File: config.mk
export PLATFORM = sky130hd
export DESIGN_NAME = multiplier_slave
export DESIGN_NICKNAME = d
export VERILOG_FILES = /design/src/rtl/multiplier_slave.sv
export SDC_FILE = /design/constraint.sdc
export NUM_CORES = 1
export LEC_CHECK = 0
export ABC_CLOCK_PERIOD_IN_PS = 3600
export CORE_MARGIN = 2
export CORE_UTILIZATION = 40
export DETAILED_ROUTE_END_ITERATION = 16
export PLACE_DENSITY = 0.58
export SYNTH_ARGS = -nofsm -noshare
export SYNTH_HDL_FRONTEND = slang
export SYNTH_SLANG_ARGS = --single-unit
File: constraint.sdc
create_clock -name clk -period 3.6 [get_ports clk]
set_input_delay 0.72 -clock clk [delete_from_list [all_inputs] [get_ports clk]]
set_output_delay 0.72 -clock clk [all_outputs]
set_load 0.05 [all_outputs]
File: src/rtl/multiplier_slave.sv
// Bus-slave radix-2 shift-add unsigned multiplier with a level completion interrupt.
// Optional MUL_EARLY_EXIT_EN: stop EXEC once all unconsumed multiplier bits are zero.
module multiplier_slave #(
  parameter int unsigned DATA_W = 32
) (
  input  logic              clk,
  input  logic              reset_n,
  input  logic              S_sel,
  input  logic              S_wr,
  input  logic [7:0]        S_address,
  input  logic [DATA_W-1:0] S_din,
  output logic [DATA_W-1:0] S_dout,
  output logic              m_interrupt
);

  localparam int unsigned CntW = (DATA_W > 1) ? $clog2(DATA_W) : 1;
  localparam logic [CntW-1:0] CntLast = CntW'(DATA_W - 1);

  localparam logic [7:0] AddrMcand  = 8'h00;
  localparam logic [7:0] AddrMplier = 8'h01;
  localparam logic [7:0] AddrStart  = 8'h02;
  localparam logic [7:0] AddrClear  = 8'h03;
  localparam logic [7:0] AddrStatus = 8'h04;
  localparam logic [7:0] AddrResL   = 8'h05;
  localparam logic [7:0] AddrResH   = 8'h06;
  localparam logic [7:0] AddrIntrEn = 8'h07;

  typedef enum logic [1:0] {StIdle, StExec, StDone} state_e;

  state_e state_q, state_d;

  logic [DATA_W-1:0]   mcand_q, mcand_d;
  logic [DATA_W-1:0]   mplier_q, mplier_d;
  logic [2*DATA_W-1:0] work_a_q, work_a_d;
  logic [DATA_W-1:0]   work_b_q, work_b_d;
  logic [2*DATA_W-1:0] acc_q, acc_d;
  logic [2*DATA_W-1:0] result_q, result_d;
  logic [CntW-1:0]     cnt_q, cnt_d;
  logic                done_q, done_d;
  logic                busy_q, busy_d;
  logic                intr_en_q, intr_en_d;
  logic                irq_q, irq_d;

  logic                wr_en;
  logic                start_wr;
  logic                clear_wr;
  logic                last_bit;
  logic [2*DATA_W-1:0] acc_sum;

  assign wr_en    = S_sel & S_wr;
  assign start_wr = wr_en && (S_address == AddrStart) && S_din[0];
  assign clear_wr = wr_en && (S_address == AddrClear) && S_din[0];
  assign acc_sum  = acc_q + (work_b_q[0] ? work_a_q : '0);

`ifdef MUL_EARLY_EXIT_EN
  // Remaining multiplier bits after the one consumed this cycle are all zero.
  assign last_bit = (cnt_q == CntLast) || (work_b_q[DATA_W-1:1] == '0);
`else
  assign last_bit = (cnt_q == CntLast);
`endif

  // State register
  always_ff @(posedge clk or negedge reset_n) begin
    if (!reset_n) begin
      state_q <= StIdle;
    end else begin
      state_q <= state_d;
    end
  end

  // Next-state logic; OPCLEAR takes priority over completion and start
  always_comb begin
    state_d = state_q;
    unique case (state_q)
      StIdle: if (clear_wr) state_d = StIdle; else if (start_wr) state_d = StExec;
      StExec: if (clear_wr) state_d = StIdle; else if (last_bit) state_d = StDone;
      StDone: if (clear_wr) state_d = StIdle; else if (start_wr) state_d = StExec;
      default: state_d = StIdle;
    endcase
  end

  // Datapath next-state
  always_comb begin
    mcand_d   = mcand_q;
    mplier_d  = mplier_q;
    work_a_d  = work_a_q;
    work_b_d  = work_b_q;
    acc_d     = acc_q;
    result_d  = result_q;
    cnt_d     = cnt_q;
    done_d    = done_q;
    busy_d    = busy_q;
    intr_en_d = intr_en_q;

    if (wr_en) begin
      case (S_address)
        AddrMcand:  mcand_d   = S_din;
        AddrMplier: mplier_d  = S_din;
        AddrIntrEn: intr_en_d = S_din[0];
        default: ;
      endcase
    end

    if (state_q == StExec) begin
      acc_d    = acc_sum;
      work_a_d = work_a_q << 1;
      work_b_d = work_b_q >> 1;
      cnt_d    = cnt_q + CntW'(1);
      if (last_bit) begin
        result_d = acc_sum;
        busy_d   = 1'b0;
        done_d   = 1'b1;
      end
    end else if (start_wr) begin
      work_a_d = {{DATA_W{1'b0}}, mcand_q};
      work_b_d = mplier_q;
      acc_d    = '0;
      cnt_d    = '0;
      busy_d   = 1'b1;
      done_d   = 1'b0;
    end

    if (clear_wr) begin
      mcand_d  = '0;
      mplier_d = '0;
      work_a_d = '0;
      work_b_d = '0;
      acc_d    = '0;
      result_d = '0;
      cnt_d    = '0;
      done_d   = 1'b0;
      busy_d   = 1'b0;
    end

    // Registered from next-state values so it rises on the same edge as done
    irq_d = done_d & intr_en_d;
  end

  always_ff @(posedge clk or negedge reset_n) begin
    if (!reset_n) begin
      mcand_q   <= '0;
      mplier_q  <= '0;
      work_a_q  <= '0;
      work_b_q  <= '0;
      acc_q     <= '0;
      result_q  <= '0;
      cnt_q     <= '0;
      done_q    <= 1'b0;
      busy_q    <= 1'b0;
      intr_en_q <= 1'b0;
      irq_q     <= 1'b0;
    end else begin
      mcand_q   <= mcand_d;
      mplier_q  <= mplier_d;
      work_a_q  <= work_a_d;
      work_b_q  <= work_b_d;
      acc_q     <= acc_d;
      result_q  <= result_d;
      cnt_q     <= cnt_d;
      done_q    <= done_d;
      busy_q    <= busy_d;
      intr_en_q <= intr_en_d;
      irq_q     <= irq_d;
    end
  end

  // Outputs: combinational read mux and registered interrupt
  always_comb begin
    S_dout      = '0;
    m_interrupt = irq_q;
    if (S_sel && !S_wr) begin
      case (S_address)
        AddrMcand:  S_dout = mcand_q;
        AddrMplier: S_dout = mplier_q;
        AddrStatus: S_dout = {{(DATA_W-2){1'b0}}, busy_q, done_q};
        AddrResL:   S_dout = result_q[DATA_W-1:0];
        AddrResH:   S_dout = result_q[2*DATA_W-1:DATA_W];
        AddrIntrEn: S_dout = {{(DATA_W-1){1'b0}}, intr_en_q};
        default:    S_dout = '0;
      endcase
    end
  end

endmodule

==> flow_summary_export.csv, run 1 <==
group,metric,value,unit
die,die_area,43000,um2
yosys,ys_warn_count,0,
detailed_routing,num_vias,15168,
sta,whs,64.4,ps
critical_path,startpoint_type,"primary input",
sta,fmax,280,MHz
global_routing,grt_pass1_wl,91800,um
clock_tree,cts_root_buffer,"clkbuf_16",
global_routing,grt_util_met2,41.2,%
sta,timing.final.crit_share,99.4,%
global_routing,track_usage,27.8,%
critical_path,end_kind,"output port",
critical_path,path_max_fanout,12,
critical_path,cp-startpoint,"S_address[0]",
critical_path,critPathMaxStageDelay,600,ps
placement,placed_area,19600,um2
sta,fin_worst_skew,36.3,ps
placement,gp_congestion,0.974,
critical_path,cp_top_family,"buffers and inverters",
run,drv_cap,0,
yosys,synthMostInstantiatedCell,"dfrtp_1",
final_layout,antenna_cells,0,
global_routing,met3_usage,6.52,%
yosys,yosysTopAreaCell,"dfrtp_1",
clock_tree,clock_path_buffers,3,
sta,maxSlewHeadroom,38.3,%
yosys,syn_area,16500,um2
yosys,synth_seq_cells,299,
detailed_routing,ant_nets,0,
yosys,synth_area_leaders,"dfrtp_1, a22o_1, nand2_1, o21ai_0, ha_1",
clock_tree,cts.clk_slew.worst_paths,60,ps
final_layout,final_nets,2092,
die,core_area,40800,um2
critical_path,cp_slowest_cell,"a222oi_1",
detailed_routing,viasPerCell,5.98,
sta,setup_ws,22.8,ps
yosys,synth-seq-area-share,45.3,%
critical_path,critical_path_class,"primary input to output port",
sta,worstMarginPinSlew,924,ps
detailed_routing,wl,60500,um
global_routing,gr-max-usage-layer,"met2",
yosys,synth_fp_nets,1897,
detailed_routing,drc_errors,0,
power,p_leak,9.68,nW
clock_tree,cts.sink_count,299,
critical_path,cp.arrival,2860,ps
yosys,synth-edff-count,0,
global_routing,antenna_found_initial,2,
die,die_h,207,um
global_routing,grt_max_degree,97,
yosys,synth_top_area_share,45.3,%
critical_path,worst-path-buf-inv,3,
final_layout,design_area,21200,um2
yosys,synth_cell_types,72,
global_routing,grt_pass1_vias,14812,
final_layout,drive_gt1_share,20.4,%
power,power.density,346,nW/um2
die,ioPinCount,77,
sta,finalSetupViolCount,0,
clock_tree,numCtsBuffers,34,
critical_path,worstPathCellList,"clkdlybuf4s50_1 > nand2b_1 > nor2_2 > buf_4 > a222oi_1 > a21oi_2 > buf_12",
sta,period_minus_slack,3580,ps
die,die_w,207,um
detailed_routing,dr.pass1.iters,9,
yosys,synth_cells,1787,
yosys,synth_area_per_cell,9.25,um2
sta,hold_violations,0,
final_layout,area_growth,28.5,%
power,ir_worst_vdd,424,uV
die,floorplan.initialDensity,40.5,%
sta,maxSlewViolCount,0,
placement,place_ws,-250,ps
detailed_routing,drtIter0Drc,1382,
outcome,outcome,"finished clean",
global_routing,globalRouteMet1Util,39.4,%
placement,dp_hpwl,44300,um
die,rows,74,
clock_tree,clk_latency,580,ps
detailed_routing,post_drt_wl_per_cell,23.8,um
critical_path,required,2880,ps
yosys,synthFlopType,"dfrtp_1",
clock_tree,h-tree-depth,2,
min_path,hold_class,"primary input to asynchronous set/reset pin",
yosys,async_reset_ff_share,100,%
clock_tree,cts_tree,"built",
critical_path,regToRegStartpoint,"work_b_q[0]$_DFFE_PN0P_",
yosys,synth_common_cells,"dfrtp_1, nand2_1, o21ai_0, a21oi_1, a22o_1",
placement,portBuffers,76,
global_routing,grt_overflow,0,
sta,rsz0062_at_grt,"true",
-- per-layer routing --
| layer | wire (um) | part of all wire, % |
|---|---|---|
| met5 | 13 | 0.021 |
| met4 | 2060 | 3.4 |
| met3 | 5020 | 8.3 |
| met2 | 26200 | 43 |
| met1 | 27200 | 45 |
-- sequential cells by signal, summed over array words and instances (netlist names) --
register and flops:
state_q 2, work_b_q 32, result_q 64, busy_q 1, mplier_q 32, acc_q 64, work_a_q 64, cnt_q 5
m_interrupt 1, done_q 1, intr_en_q 1, mcand_q 32
-- worst register-to-register path: stages (launching register included) --
cell and delay, ps:
dfrtp_1 420, buf_12 180, buf_4 220, and2_1 190
ha_1 290, buf_4 170, a21oi_1 230, o21bai_1 90
a21oi_1 210, o21ai_0 160, a21boi_0 440, o21ai_0 230
a21oi_4 240, xnor2_2 120, a22o_1 230
-- kinds of logic after synthesis --
group,Yosys count,synth area share [%]
AO/OA/AOI/OAI,672,27.8
AND/OR/NAND/NOR,532,14.7
flip-flops,299,45.3
buffers and inverters,149,3.50
adder cells (fa/ha/maj),66,5.04
XOR/XNOR,59,3.13
multiplexers,10,0.628
-- final cells by class --
cell class	instances	area [um2]
fillers	3688	19600
multi-input cells	1339	8930
flip-flops and latches	299	7480
repair buffers	290	2930
clock buffers	45	952
well taps	532	666
clock inverters	15	206
inverters	18	67.6
-- per-stage QoR --
stage	setup TNS, ps	util, %	total power, W	std cells
3_3_place_gp	-6810	48.0	0.00377	2461
6_report	0	52.0	0.00735	2538
4_1_cts	-45.0	51.2	0.00742	2528
3_5_place_dp	-8430	48.0	0.00377	2461
5_1_grt	-191	52.0	0.00759	2538
2_1_floorplan	0	-	0.00357	1787
-- what timing repair did --
item / 4_1_cts / 5_1_grt
hold endpoints to repair: 0 / 0
pin swaps: 10 / 16
hold buffers: 0 / 0
resized for setup: 30 / 51
buffers inserted: 5 / 9
cloned: 2 / 1
endpoints found under the setup margin: 52 / 77
-- cell usage in the layout, fill, tap and decap left out, drive strengths merged, types with 6 or more instances in the layout --
master / instances
nand2: 290
a222oi: 30
o21ai: 193
nand3: 22
nor3: 19
a21oi: 135
o21bai: 13
mux2i: 7
and2: 73
o21a: 12
ha: 65
a22o: 133
dfrtp: 299
clkinv: 7
nor2b: 11
xor2: 21
and3: 6
a22oi: 67
nor2: 63
a21o: 35
clkbuf: 46
xnor2: 38
nand4: 20
a211oi: 7
buf: 248
nand2b: 10
inv: 21
clkdlybuf4s50: 39
-- where the power goes --
part           leakage [nW]  switching (W)  internal, W  total (W)
clock network         0.565        0.00153      0.00211    0.00364
logic                  5.02       0.000171    0.0000904   0.000261
registers              4.10      0.0000504      0.00340    0.00345
total                  9.68        0.00175      0.00560    0.00735
-- path summary, 6_finish.rpt --
kind	end	slack, ps	depth (start not counted)
max	S_dout[11]	20	7
min	mcand_q[3]$_DFFE_PN0P_	60	1
max reg2reg	result_q[54]$_DFFE_PN0P_	50	14
min reg2reg	acc_q[61]$_DFFE_PN0P_	500	2
max in group asynchronous	work_b_q[18]$_DFFE_PN0P_	2590	2
min in group clk	acc_q[61]$_DFFE_PN0P_	500	2
Note: power is estimated with default switching activity, not from simulation.
==> run 2: changes to the inputs <==
- CORE_ASPECT_RATIO: not set -> 0.7
==> flow_summary_export.csv, run 2 (synthesized netlist as in run 1, its figures left out) <==
group,metric,value,unit
sta,fin_worst_skew,55.8,ps
power,ir_worst_vdd,353,uV
final_layout,final_nets,2068,
sta,finalSetupViolCount,0,
power,power.density,329,nW/um2
final_layout,final_common_cell,"dfrtp_1",
clock_tree,postCtsHoldBufs,0,
clock_tree,cts.sink_count,299,
detailed_routing,viasPerCell,6.09,
detailed_routing,drtIter0Drc,2255,
sta,maxSlewViolCount,0,
sta,hold_violations,0,
critical_path,regToRegStartpoint,"work_b_q[0]$_DFFE_PN0P_",
placement,portBuffers,76,
critical_path,worst-path-buf-inv,6,
global_routing,grt_max_degree,97,
run,drv_cap,0,
sta,fmax,282,MHz
global_routing,track_usage,28.4,%
sta,maxSlewHeadroom,30.5,%
die,rows,62,
critical_path,rr_worst_depth,16,
critical_path,critPathMaxStageDelay,520,ps
critical_path,cp_top_family,"simple AND/OR/NAND/NOR gates",
final_layout,largest_registers,"acc_q x64, result_q x64, work_a_q x64",
critical_path,crit_path_frequent_cell,"buf_12",
detailed_routing,ant_nets,0,
global_routing,grt_pass1_vias,14254,
placement,place_ws,-169,ps
critical_path,startpoint_type,"primary input",
min_path,hold_class,"primary input to asynchronous set/reset pin",
global_routing,grt_overflow,0,
clock_tree,cts_root_buffer,"clkbuf_16",
sta,rsz0062_at_grt,"true",
clock_tree,clk_latency,630,ps
clock_tree,h-tree-depth,1,
clock_tree,numCtsBuffers,30,
clock_tree,cts_tree,"built",
final_layout,final_util,52.1,%
sta,setup_ws,51.0,ps
critical_path,path_max_fanout,8,
detailed_routing,wl,62100,um
final_layout,most-common-layout-cells,"dfrtp_1, nand2_1, o21ai_0, buf_4, a22o_1",
critical_path,regToRegEndpoint,"acc_q[62]$_DFFE_PN0P_",
final_layout,antenna_cells,0,
detailed_routing,drc_errors,0,
critical_path,cp_slowest_cell,"or4_4",
outcome,outcome,"finished clean",
critical_path,worstPathCellList,"buf_6 > or4_4 > or3_4 > buf_6 > nor3_4 > buf_12 > buf_12 > buf_12 > a222oi_1 > a21oi_2 > buf_12",
die,core_area,40900,um2
detailed_routing,num_vias,15358,
critical_path,cp.arrival,2830,ps
die,ioPinCount,77,
final_layout,drive_gt1_share,20.9,%
final_layout,area_growth,28.9,%
die,die_w,247,um
sta,period_minus_slack,3550,ps
sta,timing.final.crit_share,98.6,%
sta,worstMarginPinSlew,1040,ps
placement,gp_congestion,0.996,
critical_path,end_kind,"output port",
die,die_h,174,um
critical_path,required,2880,ps
clock_tree,cts.clk_slew.worst_paths,70,ps
global_routing,grt_pass1_wl,92400,um
detailed_routing,post_drt_wl_per_cell,24.6,um
critical_path,timing.reg2reg.setup_slack,60,ps
placement,dp_hpwl,44300,um
detailed_routing,dr.pass1.iters,7,
die,die_area,43000,um2
clock_tree,clock_path_buffers,3,
die,floorplan.initialDensity,40.4,%
sta,whs,151,ps
global_routing,antenna_found_initial,0,
critical_path,critical_path_class,"primary input to output port",
power,p_leak,9.64,nW
-- run 2: worst max path at each step --
stage / start / end / slack [ps] / depth (start not counted)
floorplan: S_address[5] / S_dout[20] / 8 / 6
detailed placement: S_address[5] / S_dout[4] / -170 / 8
global placement: S_address[5] / S_dout[4] / -170 / 8
global route: S_address[7] / S_dout[7] / -40 / 11
finish: S_address[7] / S_dout[7] / 50 / 11
CTS: S_address[6] / S_dout[18] / -90 / 12
-- run 2: layer usage --
metal / share of wire [%] / GRT usage (%) / vias up
li1: - / - / 6888
met1: 47 / 45.4 / 7625
met2: 40 / 37.5 / 738
met3: 9.4 / 5.19 / 107
met4: 4.2 / 9.84 / 0
met5: 0 / 0 / -
-- run 2: report_power, final --
group | internal, W | total (W) | switching [W]
sequential | 0.00340 | 0.00346 | 0.0000602
clock | 0.00183 | 0.00328 | 0.00145
combinational | 0.0000944 | 0.000264 | 0.000169
total | 0.00532 | 0.00700 | 0.00168
-- run 2: what timing repair did --
action,4_1_cts,5_1_grt
gates cloned,4,3
pin swaps,22,43
endpoints found under the setup margin,52,97
setup buffers,16,8
hold endpoints to repair,0,0
gates resized for setup,38,89
-- run 2: area by class of cell --
| cell class | count | area, um2 |
|---|---|---|
| inverters | 18 | 67.6 |
| repair buffers | 270 | 2940 |
| clock buffers | 36 | 813 |
| multi-input cells | 1339 | 9140 |
| clock inverters | 16 | 193 |
| fillers | 3710 | 19600 |
| well taps | 544 | 681 |
| flip-flops and latches | 299 | 7480 |
-- run 2: stage by stage --
step           total power (W)  TNS [ps]  area [um2]  instances
2_1_floorplan          0.00357         0       16600       1787
3_3_place_gp           0.00378     -3600       19500       2444
3_5_place_dp           0.00378     -3940       19500       2444
4_1_cts                0.00705      -677       20800       2516
5_1_grt                0.00719      -268       21300       2522
6_report               0.00700         0       21300       2522
==> run 3: changes to the inputs <==
- CORE_UTILIZATION: 40 -> 55
- PLACE_DENSITY: 0.58 -> 0.76
==> flow_summary_export.csv, run 3 (synthesized netlist as in run 1, its figures left out) <==
group,metric,value,unit
detailed_routing,dr.pass1.iters,12,
final_layout,final_nets,2070,
die,floorplan.initialDensity,55.5,%
sta,setup_ws,66.3,ps
sta,tns,0,ps
global_routing,antenna_found_initial,0,
detailed_routing,drtIter0Drc,1902,
sta,rsz0062_at_grt,"false",
die,die_h,149,um
power,p_int,0.00545,W
outcome,outcome,"finished clean",
critical_path,end_kind,"output port",
clock_tree,cts_tree,"built",
clock_tree,postCtsHoldBufs,0,
global_routing,grt_max_degree,89,
sta,fin_worst_skew,15.3,ps
die,die_area,31500,um2
critical_path,path_max_fanout,8,
clock_tree,cts_root_buffer,"clkbuf_16",
placement,dp_hpwl,43500,um
final_layout,most-common-layout-cells,"dfrtp_1, nand2_1, buf_4, o21ai_0, a22o_1",
sta,maxSlewViolCount,0,
critical_path,startpoint_type,"primary input",
global_routing,grt_pass1_vias,14643,
clock_tree,h-tree-depth,1,
final_layout,antenna_cells,0,
final_layout,area_growth,26.2,%
die,rows,53,
critical_path,required,2880,ps
clock_tree,cts.sink_count,299,
placement,place_ws,-198,ps
power,swShare,23.1,%
detailed_routing,drc_errors,0,
critical_path,critical_path_class,"primary input to output port",
clock_tree,cts.clk_slew.worst_paths,70,ps
sta,worstMarginPinSlew,1030,ps
power,power.density,340,nW/um2
critical_path,cp.arrival,2810,ps
power,p_seq_share,48.7,%
detailed_routing,wl,60100,um
clock_tree,numCtsBuffers,29,
detailed_routing,ant_nets,0,
final_layout,final_common_cell,"dfrtp_1",
die,die_w,211,um
placement,placed_area,19300,um2
power,p_leak,9.59,nW
power,p_comb_share,3.7,%
detailed_routing,viasPerCell,6.49,
die,ioPinCount,77,
power,total_power,0.00709,W
final_layout,design_area,20900,um2
sta,period_minus_slack,3530,ps
sta,fmax,283,MHz
power,pwr-share-clk,47.6,%
power,ir_worst_vdd,366,uV
clock_tree,clk_latency,590,ps
detailed_routing,post_drt_wl_per_cell,25.4,um
run,drv_cap,0,
final_layout,largest_registers,"acc_q x64, result_q x64, work_a_q x64",
final_layout,drive_gt1_share,19.7,%
global_routing,track_usage,38.5,%
clock_tree,clock_path_buffers,3,
sta,hold_violations,0,
global_routing,grt_overflow,0,
power,power_switching,0.00164,W
detailed_routing,num_vias,15364,
global_routing,grt_pass1_wl,91100,um
placement,gp_congestion,1.01,
sta,timing.final.crit_share,98.2,%
die,core_area,29800,um2
min_path,hold_class,"primary input to asynchronous set/reset pin",
sta,maxSlewHeadroom,31.2,%
sta,finalSetupViolCount,0,
placement,portBuffers,76,
## run 3: cell count changes in the layout (fill, tap and decap cells not counted), sizes merged
| cell | delta |
|---|---|
| clkinv | -5 |
| clkinvlp | -1 |
| clkbuf | +2 |
| inv | +1 |
| bufinv | +2 |
| buf | +5 |
## run 3: per-layer routing
layer,part of all wire [%],vias to the layer above,GRT usage (%),wire length (um)
met1,44,7517,58.0,26400
met2,41,821,53.8,24600
met3,11,134,8.86,6530
li1,-,6892,-,-
met5,0,-,0,0
met4,4.3,0,14.1,2590
## run 3: worst max-delay path, cell delays in order
cell and delay, ps:
buf_6 90, or4_4 520, or3_4 360, buf_6 130
nor3_4 150, buf_6 170, buf_12 140, a222oi_1 90
a21oi_2 270, buf_12 170
## run 3: layout make-up
| type | instances | area [um2] |
|---|---|---|
| Sequential cell | 299 | 7480 |
| Clock buffer | 40 | 827 |
| Tap cell | 385 | 482 |
| Inverter | 18 | 67.6 |
| Multi-Input combinational cell | 1339 | 8940 |
| Timing Repair Buffer | 273 | 2860 |
| Fill cell | 2261 | 8910 |
| Clock inverter | 13 | 201 |
## run 3: path summary, 6_finish.rpt
path,startpoint,end,slack (ps),cells after the start
hold reg to reg,result_q[1]$_DFFE_PN0P_,result_q[1]$_DFFE_PN0P_,490,2
hold / removal,reset_n,acc_q[14]$_DFFE_PN0P_,120,1
max in group asynchronous,reset_n,acc_q[56]$_DFFE_PN0P_,2520,2
setup / recovery,S_address[6],S_dout[4],70,10
setup reg to reg,work_b_q[0]$_DFFE_PN0P_,result_q[60]$_DFFE_PN0P_,100,15
min in group clk,result_q[1]$_DFFE_PN0P_,result_q[1]$_DFFE_PN0P_,490,2
## run 3: what timing repair did
item / CTS / global route
cloned: 4 / 0
buffers inserted: 8 / 4
pin swaps: 14 / 20
setup endpoints to repair: 57 / 81
gates resized for setup: 32 / 56
## run 3: power by group through the flow
stage,sequential [W],combinational [W],clock (W)
floorplan,0.00349,0.0000835,0
global placement,0.00352,0.000253,0
detailed placement,0.00352,0.000259,0
CTS,0.00346,0.000264,0.00339
global route,0.00346,0.000294,0.00352
finish,0.00346,0.000262,0.00337
## run 3: per-stage QoR
| stage | hold slack, ps | utilization [%] | std cells |
|---|---|---|---|
| 6_report | 122 | 70.1 | 2367 |
| 2_1_floorplan | 424 | - | 1787 |
| 5_1_grt | 186 | 70.1 | 2367 |
| 3_3_place_gp | 465 | 65.0 | 2299 |
| 4_1_cts | 161 | 69.3 | 2364 |
| 3_5_place_dp | 474 | 65.0 | 2299 |
